<file path="config.mk">
export PLATFORM = sky130hd
export DESIGN_NAME = ifu_prefetch_buf
export DESIGN_NICKNAME = d
export VERILOG_FILES = /design/src/rtl/ifu_prefetch_buf.sv
export SDC_FILE = /design/constraint.sdc
export NUM_CORES = 1
export LEC_CHECK = 0
export CORE_MARGIN = 2
export CORE_UTILIZATION = 59
export DETAILED_ROUTE_END_ITERATION = 6
export PLACE_DENSITY = 0.85
export REMOVE_ABC_BUFFERS = 1
export SETUP_SLACK_MARGIN = 0.02
export SYNTH_ARGS = -nofsm -noshare
export SYNTH_HDL_FRONTEND = slang
export SYNTH_SLANG_ARGS = --single-unit
export TNS_END_PERCENT = 5
</file>
<file path="constraint.sdc">
create_clock -name clk -period 9.7 [get_ports clk]
set_clock_uncertainty 0.1 [all_clocks]
set_input_delay 2.91 -clock clk [delete_from_list [all_inputs] [get_ports clk]]
set_output_delay 2.91 -clock clk [all_outputs]
set_load 0.05 [all_outputs]
</file>
<file path="src/rtl/ifu_prefetch_buf.sv">
// ifu_prefetch_buf: sequential fetch unit with a DEPTH-entry prefetch FIFO.
// Ports: clk/rst_n, en, redirect_valid/redirect_pc, out_* (IDU handshake),
//   busy, pmem_rd_en/pmem_rd_addr/pmem_rd_data (the npc_pmem_read call).
// pmem_rd_en pulses for exactly one cycle per completed fetch; the read
//   is combinational and its data is sampled on the completion edge.
// Macro IFU_MISALIGN_CHECK_EN: misaligned req_pc pushes a fault entry
//   instead of reading pmem and halts issue until the next redirect.
module ifu_prefetch_buf #(
  parameter logic [31:0] RESET_PC = 32'h8000_0000,
  parameter int          DEPTH    = 4,
  parameter int          LATENCY  = 1,
  parameter int          CNT_W    = 8
) (
  input  logic        clk,
  input  logic        rst_n,
  input  logic        en,
  input  logic        redirect_valid,
  input  logic [31:0] redirect_pc,
  output logic        out_valid,
  input  logic        out_ready,
  output logic [31:0] out_pc,
  output logic [31:0] out_inst,
  output logic        out_fault,
  output logic        busy,
  output logic        pmem_rd_en,
  output logic [31:0] pmem_rd_addr,
  input  logic [63:0] pmem_rd_data
);

  localparam int PW = $clog2(DEPTH);
  localparam int CW = PW + 1;
  localparam logic [CNT_W-1:0] LAT_M1 = CNT_W'(LATENCY - 1);
  localparam logic [CW-1:0]    FULL   = CW'(DEPTH);

  typedef enum logic {
    S_IDLE,
    S_WAIT
  } state_t;

  state_t           r_state;
  logic [CNT_W-1:0] r_cnt;
  logic [31:0]      r_fetch_pc;
  logic [31:0]      r_req_pc;
  logic [PW-1:0]    r_rd_ptr;
  logic [PW-1:0]    r_wr_ptr;
  logic [CW-1:0]    r_count;
  logic             r_halt;

  logic [31:0]      r_pc_q    [DEPTH];
  logic [31:0]      r_inst_q  [DEPTH];
  logic             r_fault_q [DEPTH];

  logic             w_done;
  logic             w_misalign;
  logic             w_push;
  logic             w_pop;
  logic             w_issue;
  logic             w_room;
  logic [CW-1:0]    w_count_nxt;
  logic [31:0]      w_inst;
  logic             w_fault;
  logic [31:0]      w_pc_inc;

  assign w_done = (r_state == S_WAIT) && (r_cnt == '0);

`ifdef IFU_MISALIGN_CHECK_EN
  assign w_misalign = (r_req_pc[1:0] != 2'b00);
`else
  assign w_misalign = 1'b0;
`endif

  assign w_push = w_done;
  assign w_pop  = out_valid && out_ready;

  assign w_count_nxt = r_count
                     + CW'(w_push)
                     - CW'(w_pop);

  assign w_room  = w_count_nxt < FULL;
  assign w_issue = en && (r_count < FULL) && !r_halt;

  assign w_pc_inc = r_req_pc + 32'd4;

  // A redirect in the completion cycle aborts the read entirely.
  assign pmem_rd_en   = w_done && !redirect_valid && !w_misalign;
  assign pmem_rd_addr = r_req_pc;

  always_comb begin
    w_inst  = r_req_pc[2] ? pmem_rd_data[63:32]
                          : pmem_rd_data[31:0];
    w_fault = 1'b0;
    if (w_misalign) begin
      w_inst  = 32'h0;
      w_fault = 1'b1;
    end
  end

  assign out_valid = (r_count != '0);
  assign out_pc    = out_valid ? r_pc_q[r_rd_ptr]    : 32'h0;
  assign out_inst  = out_valid ? r_inst_q[r_rd_ptr]  : 32'h0;
  assign out_fault = out_valid ? r_fault_q[r_rd_ptr] : 1'b0;
  assign busy      = (r_state == S_WAIT);

  // FIFO storage carries no reset; the head is masked while empty.
  always_ff @(posedge clk) begin
    if (w_push && !redirect_valid) begin
      r_pc_q[r_wr_ptr]    <= r_req_pc;
      r_inst_q[r_wr_ptr]  <= w_inst;
      r_fault_q[r_wr_ptr] <= w_fault;
    end
  end

  always_ff @(posedge clk or negedge rst_n) begin
    if (!rst_n) begin
      r_state    <= S_IDLE;
      r_cnt      <= '0;
      r_fetch_pc <= RESET_PC;
      r_req_pc   <= 32'h0;
      r_rd_ptr   <= '0;
      r_wr_ptr   <= '0;
      r_count    <= '0;
      r_halt     <= 1'b0;
    end else if (redirect_valid) begin
      r_state    <= S_IDLE;
      r_cnt      <= '0;
      r_fetch_pc <= redirect_pc;
      r_rd_ptr   <= '0;
      r_wr_ptr   <= '0;
      r_count    <= '0;
      r_halt     <= 1'b0;
    end else begin
      if (w_push) r_wr_ptr <= r_wr_ptr + PW'(1);
      if (w_pop)  r_rd_ptr <= r_rd_ptr + PW'(1);
      r_count <= w_count_nxt;
      unique case (r_state)
        S_IDLE: begin
          if (w_issue) begin
            r_state  <= S_WAIT;
            r_req_pc <= r_fetch_pc;
            r_cnt    <= LAT_M1;
          end
        end
        S_WAIT: begin
          if (r_cnt != '0) begin
            r_cnt <= r_cnt - CNT_W'(1);
          end else begin
            r_fetch_pc <= w_pc_inc;
            if (w_misalign) begin
              r_halt  <= 1'b1;
              r_state <= S_IDLE;
            end else if (en && w_room) begin
              // back-to-back reissue keeps 1 inst/cycle at LATENCY=1
              r_req_pc <= w_pc_inc;
              r_cnt    <= LAT_M1;
            end else begin
              r_state <= S_IDLE;
            end
          end
        end
        default: r_state <= S_IDLE;
      endcase
    end
  end

endmodule

</file>
Yosys cells after proc, flatten, opt, wreduce, memory -nomap -nowiden
Memory sizes are Yosys's and may differ from the RTL's.
Cells that the tools add are included.
{ "word_totals": {"output_inout_bits": 100, "elab_cells": 68, "romBits": 0, "ram_bits": 256, "in_bits": 101, "reg_bits": 80, "mem_count": 2, "latchBits": 0} }
{ "memory_table": {"columns": ["memory", "depth", "width", "rd", "rd_ports_with_merged_regs", "wr", "line_no", "source"], "rows": [
  ["r_inst_q", 4, 32, 1, 0, 1, "50", "logic [31:0] r_inst_q [DEPTH];"],
  ["r_pc_q", 4, 32, 1, 0, 1, "49", "logic [31:0] r_pc_q [DEPTH];"]
]} }
{ "classes": {"n_lt_le_gt_ge": 2, "muxes": 28, "bitwise": 2, "n_div": 0, "shift": 0, "eq_ne": 6, "multipliers": 0, "addsub": 6, "reduce_logical": 15} }
{ "op_table": {"columns": ["cell", "count"], "rows": [
  ["$mux 32", 9],
  ["$pmux 32 s2", 1],
  ["$add 32x3->32 const B", 1],
  ["$mux 8", 4],
  ["$pmux 8 s2", 1],
  ["$logic_not 8->1", 1],
  ["$mux 2", 4],
  ["$reduce_bool 8->1", 1],
  ["$sub 8x1->8 const B", 1],
  ["$mux 1", 7],
  ["$lt 3x3->1 const B", 2],
  ["$ne 2x2->1 const B", 3],
  ["$reduce_bool 2->1", 3],
  ["$logic_and 1x1->1", 5],
  ["$add 2x1->2 const B", 2],
  ["$ne 4x2->1 const B", 1],
  ["$reduce_and 2->1", 2],
  ["$reduce_and 4->1", 1],
  ["$add 3x1->3", 1],
  ["$mux 3", 1],
  ["$ne 3x3->1 const B", 1],
  ["$reduce_bool 3->1", 1],
  ["$sub 3x1->3", 1],
  ["$ne 2x1->1 const B", 1],
  ["3 further kinds", 4]
]} }

Depth between registers and ports, before layout
{ "depth": {"word_depth": 10, "depth_mapped": 17, "ltp_nobuf": 15} }

Worst setup path after synthesis
No wires, ideal clock.
{ "synth_timing": {"path_kind": "input -> output", "startpoint": "in redirect_valid", "endpoint": "out pmem_rd_en", "t_arrival_ns": 3.895, "path_buffers": 1, "t_required_ns": 6.690, "cell_stages": 4, "setup_slack_ns": 2.795, "path_cell_list": "clkbuf_1 > nor2_1 > nand2_1 > inv_1"} }
{ "synth_via": {"elab_chain_cells": 2} }
{ "synth_lines": {"columns": ["item", "line_no", "source"], "rows": [
  ["from (decl)", "17", "input logic redirect_valid,"],
  ["$logic_not 1->1", "85", "assign pmem_rd_en = w_done && !redirect_valid && !w_misalign;"],
  ["$logic_and 1x1->1", "85", null],
  ["to (decl)", "25", "output logic pmem_rd_en,"]
]} }
Every way passes these cells.

Worst setup path after layout
Ends and elaborated chain as after synthesis.

==> impl_metrics.xml <==
<?xml version="1.0" encoding="UTF-8"?>
<metrics>
  <group name="grt">
    <metric name="antenna_found_initial" unit="">1</metric>
    <metric name="gr-total-overflow" unit="">0</metric>
    <metric name="grt_pass1_wl" unit="µm">50700</metric>
    <metric name="track_usage" unit="%">25.1</metric>
    <metric name="via_count_of_the_first_global_routing_pass" unit="">9097</metric>
    <metric name="grt_start_max_net_pins" unit="">83</metric>
  </group>
  <group name="die">
    <metric name="die_x" unit="µm">163</metric>
    <metric name="die_h" unit="µm">163</metric>
    <metric name="ios" unit="">201</metric>
    <metric name="effective_utilization_at_floorplan" unit="%">59.7</metric>
    <metric name="core_region_area" unit="µm²">25000</metric>
    <metric name="design.die.area" unit="µm²">26600</metric>
    <metric name="rows" unit="">58</metric>
  </group>
  <group name="finish">
    <metric name="drive_above_1_share" unit="%">16.4</metric>
    <metric name="design.final.nets" unit="">1270</metric>
    <metric name="areaGrowthSynthToFinish" unit="%">22.0</metric>
    <metric name="fillCellCount" unit="">1571</metric>
  </group>
  <group name="clock_tree">
    <metric name="cts_htree_levels" unit="">2</metric>
    <metric name="ctsResizeCount" unit="">0</metric>
    <metric name="postCtsSetupRepairBufs" unit="">0</metric>
    <metric name="cts-root-buf" unit="">clkbuf_16</metric>
    <metric name="cts_made_buffers" unit="">34</metric>
    <metric name="cts_sinks" unit="">336</metric>
    <metric name="worst_setup_hold_path_clk_slew" unit="ns">0.06</metric>
    <metric name="cts_hold_buffers" unit="">0</metric>
    <metric name="max-clock-path-buffers" unit="">3</metric>
    <metric name="clk-insertion-delay-late" unit="ns">0.50</metric>
    <metric name="tritoncts" unit="">yes</metric>
  </group>
  <group name="pwr">
    <metric name="ir_drop" unit="V">0.000233</metric>
    <metric name="leakagePower" unit="nW">6.22</metric>
    <metric name="total_power" unit="mW">5.93</metric>
    <metric name="cellPowerDensity" unit="nW/µm²">326</metric>
  </group>
  <group name="synth">
    <metric name="ys_types" unit="">68</metric>
    <metric name="synth_largest_area_cell" unit="">edfxtp_1</metric>
    <metric name="synth_largest_type_area_fraction" unit="%">51.6</metric>
    <metric name="ys.warnings.count" unit="">0</metric>
    <metric name="fraction_of_the_yosys_area_taken_by_sequential_cells" unit="%">65.0</metric>
    <metric name="postSynthAreaPerCell" unit="µm²">15.1</metric>
    <metric name="ranking_of_synthesized_cells_by_area" unit="">edfxtp_1 (52%), dfrtp_1 (13%), mux4_2 (9.7%)</metric>
    <metric name="ys.flop_type" unit="">edfxtp_1</metric>
    <metric name="synth.cell_area" unit="µm²">14900</metric>
    <metric name="synth_seq_cells" unit="">336</metric>
    <metric name="synth_enable_flop_cells" unit="">256</metric>
    <metric name="async_flop_share" unit="%">23.8</metric>
    <metric name="synth_cells" unit="">986</metric>
  </group>
  <group name="detailed_routing">
    <metric name="dr.pass1.iters" unit="">5</metric>
    <metric name="vias_per_cell" unit="">6.04</metric>
    <metric name="drc_errors" unit="">0</metric>
    <metric name="initialDrtViolationCount" unit="">758</metric>
    <metric name="met3RoutedLength" unit="µm">2420</metric>
    <metric name="detailroute.wirelength.met2" unit="µm">16400</metric>
    <metric name="route.layer.met1.wl" unit="µm">13300</metric>
    <metric name="route.final.wire_length" unit="µm">33000</metric>
    <metric name="vias" unit="">9152</metric>
    <metric name="avgRoutedWirePerCell" unit="µm">21.8</metric>
    <metric name="routed.top_layer" unit="">met4</metric>
    <metric name="ant_nets" unit="">0</metric>
  </group>
  <group name="setup_path">
    <metric name="timing_worst_setup_path_type" unit="">input port to output port</metric>
    <metric name="crit_arrival" unit="ns">4.62</metric>
    <metric name="cp-end-kind" unit="">output port</metric>
    <metric name="crit_path_max_fanout" unit="">7</metric>
    <metric name="setup.worst_path.start_class" unit="">input port</metric>
    <metric name="critPathRequiredTime" unit="ns">6.69</metric>
  </group>
  <group name="placement">
    <metric name="routabilityCongestion" unit="">0.813</metric>
    <metric name="dpl.hpwl" unit="µm">19100</metric>
    <metric name="place.port_buffers" unit="">199</metric>
    <metric name="place_worst_setup_slack" unit="ns">2.09</metric>
  </group>
  <group name="timing">
    <metric name="slew_violations" unit="">0</metric>
    <metric name="maxClockFrequency" unit="MHz">131</metric>
    <metric name="hold_ws" unit="ns">0.414</metric>
    <metric name="setup_repair_after_global_routing_missed_its_margin" unit="">false</metric>
    <metric name="slew_headroom" unit="%">29.3</metric>
    <metric name="post-route-period-util" unit="%">78.7</metric>
    <metric name="timing_hold_violations_final" unit="">0</metric>
    <metric name="period_minus_slack" unit="ns">7.63</metric>
    <metric name="worst_tran_pin_value" unit="ns">1.06</metric>
    <metric name="pnr_worst_setup_slack" unit="ns">2.07</metric>
    <metric name="setup_tns" unit="ns">0</metric>
    <metric name="setup-violations-final" unit="">0</metric>
  </group>
  <group name="run_status">
    <metric name="outcome" unit="">completed</metric>
  </group>
  <group name="hold_path">
    <metric name="hold_path.class" unit="">flip-flop to flip-flop</metric>
  </group>
  <group name="job">
    <metric name="drv_cap" unit="">0</metric>
  </group>
</metrics>
## critical path: stages
cell,delay [ns]
buf_2,0.11
nor2_1,0.35
nand2_1,0.34
inv_1,0.12
clkdlybuf4s50_1,0.80
## cells in the mapped netlist (4+ instances only)
cell type  number
nand4_1        10
and3b_1         8
nand2_1        69
o31ai_1         4
nor3_2          4
buf_4           8
or2_2           4
ha_1            8
o21ai_0        36
and4_1          5
o21a_1          4
and3_1         11
a211oi_1        5
buf_2          15
o221ai_1        5
and2_1         69
o32ai_1         5
edfxtp_1      256
a41oi_1         5
clkbuf_1       41
a31oi_1         5
dfrtp_1        79
nor4_1          5
nand3_1        12
mux2_2         39
buf_1           6
o22a_1          6
nor2_1         31
o22ai_1         9
mux4_2         64
xnor2_1        18
nor3_1          4
mux2i_1        12
or3_1           8
a21oi_1        48
inv_1          12
nor2b_1         4
xor2_1         12
## cells in the final DEF, fill, tap and decap left out, types with 6 or more instances in the layout
cell             synthesis  layout
or3_1                    8       7
xor2_1                  12      12
and3b_1                  8       8
clkbuf_1                41       6
inv_1                   12      12
clkinv_1                 0       7
edfxtp_1               256     256
nand3_1                 12      12
mux4_2                  64      64
o21ai_0                 36      36
clkbuf_16                0      35
clkinv_2                 0       7
nor2_1                  31      30
dfrtp_1                 79      75
nand2_1                 69      69
mux2i_1                 12      12
and2_1                  69      69
o22ai_1                  9       9
a21oi_1                 48      48
mux2_2                  39      39
and3_1                  11       7
buf_4                    8      10
clkdlybuf4s50_1          0     197
nand4_1                 10      10
ha_1                     8       8
xnor2_1                 18      18
o22a_1                   6       6
## routing by layer
metal | vias up | global-route usage [%]
met5 | - | 0
met4 | 0 | 7.24
met3 | 63 | 4.33
met2 | 385 | 42.1
met1 | 4574 | 34.3
li1 | 4130 | -
## area by class of cell
| cell class | count | area, µm² | share of cell area (%) |
|---|---|---|---|
| Clock buffer | 41 | 898 | 4.94 |
| Sequential cell | 336 | 9700 | 53.4 |
| Tap cell | 330 | 413 | 2.27 |
| Clock inverter | 20 | 175 | 0.964 |
| Inverter | 13 | 48.8 | 0.268 |
| Multi-Input combinational cell | 567 | 4890 | 26.9 |
| Antenna cell | 1 | 2.50 | 0.0138 |
| Timing Repair Buffer | 208 | 2050 | 11.3 |
## sequential cells by signal, summed over array words and instances, names as in the netlist
signal,flops
busy,1
pmem_rd_addr,32
r_cnt,8
r_count,3
r_fetch_pc,32
r_inst_q,128
r_pc_q,128
r_rd_ptr,2
r_wr_ptr,2
## logic make-up (layout without fill, tap and decap cells)
family                   count (synthesis)  in the layout  share of synthesized area [%]
AO/OA/AOI/OAI                          152            152                           6.64
XOR/XNOR                                31             31                           1.91
adder cells (fa/ha/maj)                  9              9                          0.806
buffers and inverters                   83            282                           2.42
flip-flops                             336            336                           65.0
multiplexers                           115            115                           13.4
other                                    1              2                         0.0252
AND/OR/NAND/NOR                        259            259                           9.76
## metrics by stage
| stage | utilization [%] | area (µm²) | instances |
|---|---|---|---|
| after global routing | 72.8 | 18200 | 1516 |
| after CTS | 72.8 | 18200 | 1515 |
| after detailed placement | 68.5 | 17100 | 1454 |
| after floorplan | - | 14600 | 916 |
| after global placement | 68.5 | 17100 | 1454 |
| final | 72.8 | 18200 | 1516 |
## path summary, 6_finish.rpt
kind                                    endpoint  slack [ns]  depth (start not counted)           start
worst max register to register  pmem_rd_addr[31]        4.36                         14        r_cnt[5]
worst min register to register   pmem_rd_addr[6]        0.41                          2   r_fetch_pc[6]
min in group asynchronous            r_wr_ptr[0]        2.46                          1           rst_n
worst min-delay path             pmem_rd_addr[6]        0.41                          2   r_fetch_pc[6]
max in group asynchronous            r_rd_ptr[0]        6.20                          1           rst_n
worst max-delay path                  pmem_rd_en        2.07                          5  redirect_valid
## power breakdown
part	total (mW)	internal, mW	switching, mW
Combinational	2.50	0.949	1.55
Clock	1.27	0.741	0.524
Sequential	2.16	1.85	0.308
No activity file was read; power rests on OpenSTA's default activity.
